[src/rtl/adc_avg_pkg.sv]
// Shared defaults, channel-index width helper and output entry layout
// for the ADC channel averager.
package adc_avg_pkg;

  localparam int DEF_DATA_W     = 12;
  localparam int DEF_NUM_CH     = 4;
  localparam int DEF_AVG_LOG2   = 3;
  localparam int DEF_FIFO_DEPTH = 4;

  // Width of a channel tag; a 2-channel build still needs one bit.
  function automatic int chan_w(input int n);
    return (n <= 2) ? 1 : $clog2(n);
  endfunction

  // Output FIFO entry at the default sizes: {chan, data}.
  typedef struct packed {
    logic [$clog2(DEF_NUM_CH)-1:0] chan;
    logic [DEF_DATA_W-1:0]         data;
  } avg_entry_t;

endpackage

[src/rtl/sync_fifo.sv]
// Single-clock FIFO with occupancy count. A push into a full FIFO is
// accepted when a pop happens on the same edge. Head data reads 0 when empty.
module sync_fifo #(
  parameter int WIDTH = 14,
  parameter int DEPTH = 4
) (
  input  logic                     clk,
  input  logic                     reset_n,
  input  logic                     clear,
  input  logic                     push,
  input  logic [WIDTH-1:0]         push_data,
  input  logic                     pop,
  output logic [WIDTH-1:0]         pop_data,
  output logic                     full,
  output logic                     empty,
  output logic [$clog2(DEPTH):0]   level
);

  localparam int AW = $clog2(DEPTH);

  logic [WIDTH-1:0] mem [DEPTH];
  logic [AW-1:0]    rd_ptr, wr_ptr;
  logic             do_push, do_pop;

  assign full     = (level == (AW+1)'(DEPTH));
  assign empty    = (level == '0);
  assign do_pop   = pop && !empty;
  assign do_push  = push && (!full || do_pop);
  assign pop_data = empty ? '0 : mem[rd_ptr];

  // Storage write; contents behind the pointers need no reset.
  always_ff @(posedge clk) begin
    if (do_push && !clear) mem[wr_ptr] <= push_data;
  end

  // Pointers and occupancy; clear overrides any coincident push/pop.
  always_ff @(posedge clk or negedge reset_n) begin
    if (!reset_n) begin
      rd_ptr <= '0;
      wr_ptr <= '0;
      level  <= '0;
    end else if (clear) begin
      rd_ptr <= '0;
      wr_ptr <= '0;
      level  <= '0;
    end else begin
      if (do_push) wr_ptr <= wr_ptr + 1'b1;
      if (do_pop)  rd_ptr <= rd_ptr + 1'b1;
      level <= level + (AW+1)'(do_push) - (AW+1)'(do_pop);
    end
  end

endmodule

[src/rtl/adc_channel_averager.sv]
// Per-channel boxcar averager: sums 2^AVG_LOG2 samples per channel, emits a
// round-half-up average tagged with its channel into an output FIFO.
module adc_channel_averager
  import adc_avg_pkg::*;
#(
  parameter int DATA_W     = DEF_DATA_W,
  parameter int NUM_CH     = DEF_NUM_CH,
  parameter int AVG_LOG2   = DEF_AVG_LOG2,
  parameter int FIFO_DEPTH = DEF_FIFO_DEPTH
) (
  input  logic                          clk,
  input  logic                          reset_n,
  input  logic                          clear,
  input  logic                          in_valid,
  input  logic [chan_w(NUM_CH)-1:0]     in_chan,
  input  logic [DATA_W-1:0]             in_data,
  output logic                          out_valid,
  input  logic                          out_ready,
  output logic [chan_w(NUM_CH)-1:0]     out_chan,
  output logic [DATA_W-1:0]             out_data,
  output logic [$clog2(FIFO_DEPTH):0]   fifo_level,
  output logic                          overflow
);

  localparam int CH_W  = chan_w(NUM_CH);
  localparam int ACC_W = DATA_W + AVG_LOG2 + 1;
  localparam int ENT_W = CH_W + DATA_W;
  localparam logic [AVG_LOG2-1:0] CNT_MAX = '1;
  localparam logic [ACC_W-1:0]    HALF    = ACC_W'(1) << (AVG_LOG2 - 1);

  logic [ACC_W-1:0]    acc [NUM_CH];
  logic [AVG_LOG2-1:0] cnt [NUM_CH];

  logic              done, pop, full, empty;
  logic [ACC_W-1:0]  sum;
  logic [DATA_W-1:0] result;
  logic [ENT_W-1:0]  push_entry, pop_entry;

  // The sum is wide enough that the rounded average of full-scale samples
  // still fits DATA_W, so no saturation is needed.
  assign sum        = acc[in_chan] + ACC_W'(in_data) + HALF;
  assign result     = DATA_W'(sum >> AVG_LOG2);
  assign done       = in_valid && !clear && (cnt[in_chan] == CNT_MAX);
  assign push_entry = {in_chan, result};
  assign pop        = out_valid && out_ready;
  assign out_valid  = !empty;
  assign {out_chan, out_data} = pop_entry;

  for (genvar c = 0; c < NUM_CH; c++) begin : g_ch
    logic hit;
    assign hit = in_valid && !clear && (in_chan == CH_W'(c));

    // Accumulate this channel's samples; restart after the completing one.
    always_ff @(posedge clk or negedge reset_n) begin
      if (!reset_n) begin
        acc[c] <= '0;
        cnt[c] <= '0;
      end else if (clear) begin
        acc[c] <= '0;
        cnt[c] <= '0;
      end else if (hit) begin
        if (cnt[c] == CNT_MAX) begin
          acc[c] <= '0;
          cnt[c] <= '0;
        end else begin
          acc[c] <= acc[c] + ACC_W'(in_data);
          cnt[c] <= cnt[c] + 1'b1;
        end
      end
    end
  end

  sync_fifo #(.WIDTH(ENT_W), .DEPTH(FIFO_DEPTH)) u_fifo (
    .clk       (clk),
    .reset_n   (reset_n),
    .clear     (clear),
    .push      (done),
    .push_data (push_entry),
    .pop       (pop),
    .pop_data  (pop_entry),
    .full      (full),
    .empty     (empty),
    .level     (fifo_level)
  );

  // Sticky drop flag: a completion found the FIFO full with no pop to make room.
  always_ff @(posedge clk or negedge reset_n) begin
    if (!reset_n)                     overflow <= 1'b0;
    else if (clear)                   overflow <= 1'b0;
    else if (done && full && !pop)    overflow <= 1'b1;
  end

endmodule

[config.mk]
export PLATFORM = sky130hd
export DESIGN_NAME = adc_channel_averager
export DESIGN_NICKNAME = d
export VERILOG_FILES = /design/src/rtl/adc_avg_pkg.sv /design/src/rtl/sync_fifo.sv /design/src/rtl/adc_channel_averager.sv
export SDC_FILE = /design/constraint.sdc
export NUM_CORES = 1
export LEC_CHECK = 0
export CAP_MARGIN = 20
export CORE_ASPECT_RATIO = 1.1
export CORE_MARGIN = 4
export CORE_UTILIZATION = 26
export CTS_CLUSTER_SIZE = 30
export DETAILED_ROUTE_END_ITERATION = 10
export DONT_BUFFER_PORTS = 1
export GPL_ROUTABILITY_DRIVEN = 0
export GPL_TIMING_DRIVEN = 0
export HOLD_SLACK_MARGIN = 0.1
export SLEW_MARGIN = 15
export SYNTH_ARGS = -nofsm -noshare
export SYNTH_HDL_FRONTEND = slang
export SYNTH_SLANG_ARGS = --single-unit
[constraint.sdc]
create_clock -name clk -period 6.6 [get_ports clk]
set_clock_uncertainty 0.05 [all_clocks]
set_input_delay 0.99 -clock clk [delete_from_list [all_inputs] [get_ports clk]]
set_output_delay 0.99 -clock clk [all_outputs]
set_load 0.01 [all_outputs]
### Word level (Yosys, flattened, before mapping)

Memories as Yosys holds them, arrays and structs flattened.
Index checks and enable logic that the tools add are counted.

| cells by class | value |
|---|---|
| $add $sub $neg | 14 |
| magnitude comparators | 1 |
| equality and inequality tests | 9 |
| mux-type cells | 40 |
| bitwise gates (word level) | 1 |
| reduce and logical (&&, ||, !) cells | 26 |

Operators by type and width:

| operator | count |
|---|---|
| 2-to-1 mux 16 bit | 12 |
| adder 16 x 12 -> 16 bit | 4 |
| 2-to-1 mux 3 bit | 15 |
| binary-select mux 16 bit (select 2 bit) | 1 |
| 2-to-1 mux 15 bit | 2 |
| equality test 3 bit, second input constant | 6 |
| adder 15 x 12 -> 15 bit | 1 |
| adder 15 x 3 -> 15 bit, second input constant | 1 |
| 2-to-1 mux 14 bit | 1 |
| nonzero test 2 bit | 7 |
| adder 3 x 1 -> 3 bit, second input constant | 4 |
| logical AND 1 bit | 12 |
| 2-to-1 mux 2 bit | 4 |
| binary-select mux 3 bit (select 2 bit) | 1 |
| adder 2 x 1 -> 2 bit, second input constant | 2 |
| equality test 2 bit, second input constant | 2 |
| logical NOT 1 bit | 4 |
| 2-to-1 mux 1 bit | 4 |
| adder 3 x 1 -> 3 bit | 1 |
| greater-or-equal comparator 3 bit, second input constant | 1 |
| logical NOT 3 bit | 1 |
| NOT 2 -> 3 bit | 1 |
| subtractor 3 x 1 -> 3 bit | 1 |
| equality test 2 x 1 -> 1 bit, second input constant | 1 |
| other kinds (2) | 2 |

| word-level totals | value |
|---|---|
| register bits | 84 |
| RAM bits | 56 |
| input port bits | 19 |
| output and inout port bits | 19 |
| word-level logic and storage cells | 104 |
| memories | 1 |

Memories:

| memory | depth | width | rd ports | clocked after memory_dff | write ports | RTL line | RTL |
|---|---|---|---|---|---|---|---|
| u_fifo.mem | 4 | 14 | 1 | 0 | 1 | sync_fifo.sv:21 | `logic [WIDTH-1:0] mem [DEPTH];` |

### Logic depth before layout (Yosys ltp)

| logic depth | value |
|---|---|
| depth in word-level cells | 10 |
| depth in mapped cells | 15 |
| gate-level depth less buffers | 13 |

### Cells and area by module

From an unflattened synthesis, not the netlist that was laid out.

| unflattened totals | value |
|---|---|
| cells, all modules | 797 |
| area total of the unflattened synthesis | 8,568.2 um^2 |

Modules (own cells, without submodules):

| module | times used | cells each | area an instance (um^2) | seq. area each (um^2) |
|---|---|---|---|---|
| adc_channel_averager | 1 | 661 | 5,992.0 | 1,826.8 |
| sync_fifo | 1 | 136 | 2,576.2 | 1,856.8 |

### Worst setup path before layout

Ideal clock, no wire load.

| timing | value |
|---|---|
| path type | input port to flip-flop |
| start | input in_chan[0] |
| end | memory u_fifo.mem[0][9] (data pin) |
| library setup time | 0.180 ns |
| arrival | 4.359 ns |
| required time | 6.370 ns |
| path slack | 2.010 ns |
| stages | 13 |
| buffers on the path | 3 |
| path through | buf_6 clkbuf_1 buf_1 mux4_2 ha_1 ha_1 o21a_1 nor2_1 a211oi_4 a31oi_4 and2b_4 o311ai_2 xor2_1 |

| between the ends | value |
|---|---|
| cells in the longest elaborated chain, start to end | 6 |

Ends and longest elaborated chain:

| item | RTL line | RTL |
|---|---|---|
| start, declared | adc_channel_averager.sv:15 | `input logic [chan_w(NUM_CH)-1:0] in_chan,` |
| NOT 2 -> 3 bit (not written as such) | adc_channel_averager.sv:41 | `assign sum = acc[in_chan] + ACC_W'(in_data) + HALF;` |
| binary-select mux 16 bit (select 2 bit) | adc_channel_averager.sv:41 |  |
| 2-to-1 mux 15 bit (not written as such) (2 in a row) | adc_channel_averager.sv:41 |  |
| adder 15 x 12 -> 15 bit | adc_channel_averager.sv:41 |  |
| adder 15 x 3 -> 15 bit | adc_channel_averager.sv:41 |  |
| named net sum[12] | adc_channel_averager.sv:35 | `logic [ACC_W-1:0] sum;` |
| end, declared | sync_fifo.sv:21 |  |

The timed path passes the listed nets, and every way through them passes these cells. The select of a mux whose other input is x is not followed.

### Final worst setup path

Same ends and word-level chain as after synthesis.

==> results.yml <==
run_status:
  outcome: "finished clean"
timing:
  finalMaxSlewViolations: 0
  timing.final.crit_share_pct: 71.9
  tightestPinTransition_ns: 0.959
  finalSetupTns_ns: 0
  layout_min_cycle_time_ns: 4.74
  max_freq_mhz: 211
  finalWorstSetupSlack_ns: 1.86
  hold_ws_ns: 0.215
  hold_viol: 0
  setup_violations: 0
  rsz0062_at_grt: "no"
  slew_headroom_pct: 35.5
cts:
  clk_pin_slew_worst_paths_ns: 0.06
  ctsHoldBuffers: 0
  cts_resized: 0
  cts_made_buffers: 17
  clkLatencyLatePin_ns: 0.42
  cts-root-buf: "clkbuf_16"
  cts_tree: "yes"
  clk_path_buf_depth: 2
  cts.sinks: 136
  cts_setup_buffers: 0
  htree_levels: 4
synthesis:
  syn-num-nets: 887
  yosys_most_used_dff: "dfrtp_1"
  muxShareOfSynthArea_pct: 8.36
  synth_top_family_by_area: "compound AO/OA/AOI/OAI gates"
  synthAdderAreaFrac_pct: 13.5
  synth.distinct_cells: 59
  synth-warning-count: 0
  synth_cells: 779
  yosysTopAreaCellShare_pct: 23.5
  yosys_register_bits: 136
  synth_xor_area_share_pct: 5.14
  synth-async-reset-ratio_pct: 58.8
  synth_edf_count: 56
  ys_seq_area_share_pct: 43.2
  synth_top_cell_by_area: "dfrtp_1"
  syn_area_per_cell_um2: 10.9
  yosys.area_share.simple_pct: 13.3
  synth_compound_area_share_pct: 13.7
  synth_area_um2: 8530
  synth_area_leaders: "dfrtp_1, edfxtp_1, ha_1, mux4_2, o21ai_0"
placement:
  hpwl_mm: 15.7
  numPlacedInstances: 1206
  port_buffers: 0
  post-place-ws_ns: 1.37
power_and_ir_drop:
  p_leak_uw: 0.00404
  irDropWorstVdd_mv: 0.157
  p_per_area_nw_per_um2: 252
floorplan:
  die_area_um2: 35800
  ios: 38
  core_um2: 32400
  die_h_um: 198
  rows: 69
  start_util_pct: 26.3
  die_w_um: 181
finish:
  antennaDiodeCount: 0
  drive_above_1_share_pct: 9.36
  area_delta_synth_final_pct: 13.8
  fillers: 3266
  final_cells: 1238
  num-nets-final: 907
global_route:
  grt_pass1_vias: 5953
  antenna_found_initial: 0
  grt_max_degree: 81
  grt_use_total_pct: 11.5
  overflow: 0
  grt_pass1_wl_mm: 32.4
job:
  cap_violations: 0
critical_path:
  cp_slowest_cell: "buf_1"
  start_kind: "input pin"
  crit_required_ns: 6.76
  critPathMaxStageDelay_ns: 0.65
  critPathKind: "in2reg"
  endpoint_kind: "register"
  crit_chain: "buf_6 > clkbuf_1 > buf_1 > mux4_2 > ha_1 > ha_1 > o21a_1 > nor2_1 > a211oi_4 > a31oi_4 > and2b_4 > o311ai_2 > xor2_1"
  path_common_cell: "ha_1"
  path_max_fanout: 10
  arrival_ns: 4.91
worst_hold_path:
  hp-class: "in2async"
route:
  wl_mm: 20.3
  ant_nets: 0
  vias_per_cell: 4.77
  drc: 0
  vias: 5910
  firstDrtPassIters: 4
  routedWlPerCell_um: 16.4
  drt_iter0_markers: 436
## cells in the mapped netlist (4+ instances only)
library cell,number
a21boi_0,4
nand2_1,72
xnor2_1,25
nor2b_1,11
o21a_1,7
o21bai_1,9
and2_1,22
nand3_1,13
nor3_1,13
or3_1,10
a21o_1,12
fa_1,5
edfxtp_1,56
o21ai_0,63
inv_1,39
nand4_1,5
dfrtp_1,80
a21oi_1,40
nor2_1,48
xor2_1,25
mux2i_1,6
nand2b_1,11
o31ai_1,5
mux4_2,29
o211ai_1,7
a22o_1,8
ha_1,84
clkbuf_1,16
## flip-flops by register name, summed over array words and instances, names as in the netlist
signal,count
acc,60
cnt,12
overflow,1
u_fifo.level,3
u_fifo.mem,56
u_fifo.rd_ptr,2
u_fifo.wr_ptr,2
## stage by stage
| step | utilization, % | power [uW] | area (um^2) |
|---|---|---|---|
| after floorplan | - | 1340 | 8530 |
| after global placement | 28.0 | 1420 | 9060 |
| after detailed placement | 28.0 | 1440 | 9060 |
| after CTS | 30.0 | 2470 | 9710 |
| after global routing | 30.0 | 2560 | 9710 |
| final | 30.0 | 2440 | 9710 |
## worst paths after layout
kind	startpoint	slack, ns	cells past startpoint	endpoint
max	in_chan[0]	1.86	13	u_fifo.mem[0][9]$_DFFE_PP_
min	reset_n	0.21	0	cnt[4]$_DFFE_PN0P_
max reg2reg	acc[19]$_DFFE_PN0P_	3.38	10	u_fifo.mem[0][9]$_DFFE_PP_
min reg2reg	acc[53]$_DFFE_PN0P_	0.47	2	acc[53]$_DFFE_PN0P_
max in group asynchronous	reset_n	6.16	0	acc[56]$_DFFE_PN0P_
min in group clk	acc[53]$_DFFE_PN0P_	0.47	2	acc[53]$_DFFE_PN0P_
## cells in the final DEF (no fill, tap or decap), drive strengths merged, types with 12 or more instances in the layout
| master | n |
|---|---|
| ha | 84 |
| dfrtp | 80 |
| nand2 | 72 |
| o21ai | 63 |
| edfxtp | 56 |
| nor2 | 48 |
| inv | 44 |
| a21oi | 42 |
| clkbuf | 33 |
| mux4 | 29 |
| xnor2 | 25 |
| xor2 | 25 |
| and2 | 22 |
| nand3 | 13 |
| nor3 | 13 |
| a21o | 12 |
## worst max-delay path, delay by kind of cell
| kind | cells | cell delay (ns) |
|---|---|---|
| mux | 1 | 0.60 |
| buf+inv | 3 | 1.27 |
| fa+ha+maj | 2 | 0.63 |
| simple gates | 2 | 0.27 |
| compound gates | 4 | 0.85 |
| xor+xnor | 1 | 0.29 |
## area by class of cell
cell class,count,area [um^2],share of cell area [%]
inverters,39,146,1.51
clock inverters,15,215,2.22
flip-flops and latches,136,3680,38.0
multi-input cells,582,4600,47.4
well taps,426,533,5.49
clock buffers,17,425,4.38
plain buffers,22,92.6,0.954
repair buffers,1,5.00,0.0516
## routing by layer
metal | global-route usage [%] | routed length [um] | share of wire [%] | up-vias
met3 | 2.83 | 1030 | 5.1 | 19
li1 | - | - | - | 2897
met4 | 3.28 | 248 | 1.2 | 0
met2 | 20.5 | 10400 | 51 | 95
met5 | 0 | 0 | 0 | -
met1 | 14.0 | 8610 | 42 | 2899
## power by group
part / leakage [uW] / internal [uW] / switching [uW]
Clock: 0.000303 / 641 / 391
Sequential: 0.00161 / 921 / 33.9
Combinational: 0.00213 / 201 / 254
## cells by family after synthesis
| group | Yosys count |
|---|---|
| simple gates | 229 |
| compound gates | 179 |
| flops | 136 |
| fa+ha+maj | 89 |
| buf+inv | 61 |
| xor+xnor | 50 |
| mux | 35 |
(Power assumes the default switching activity.)
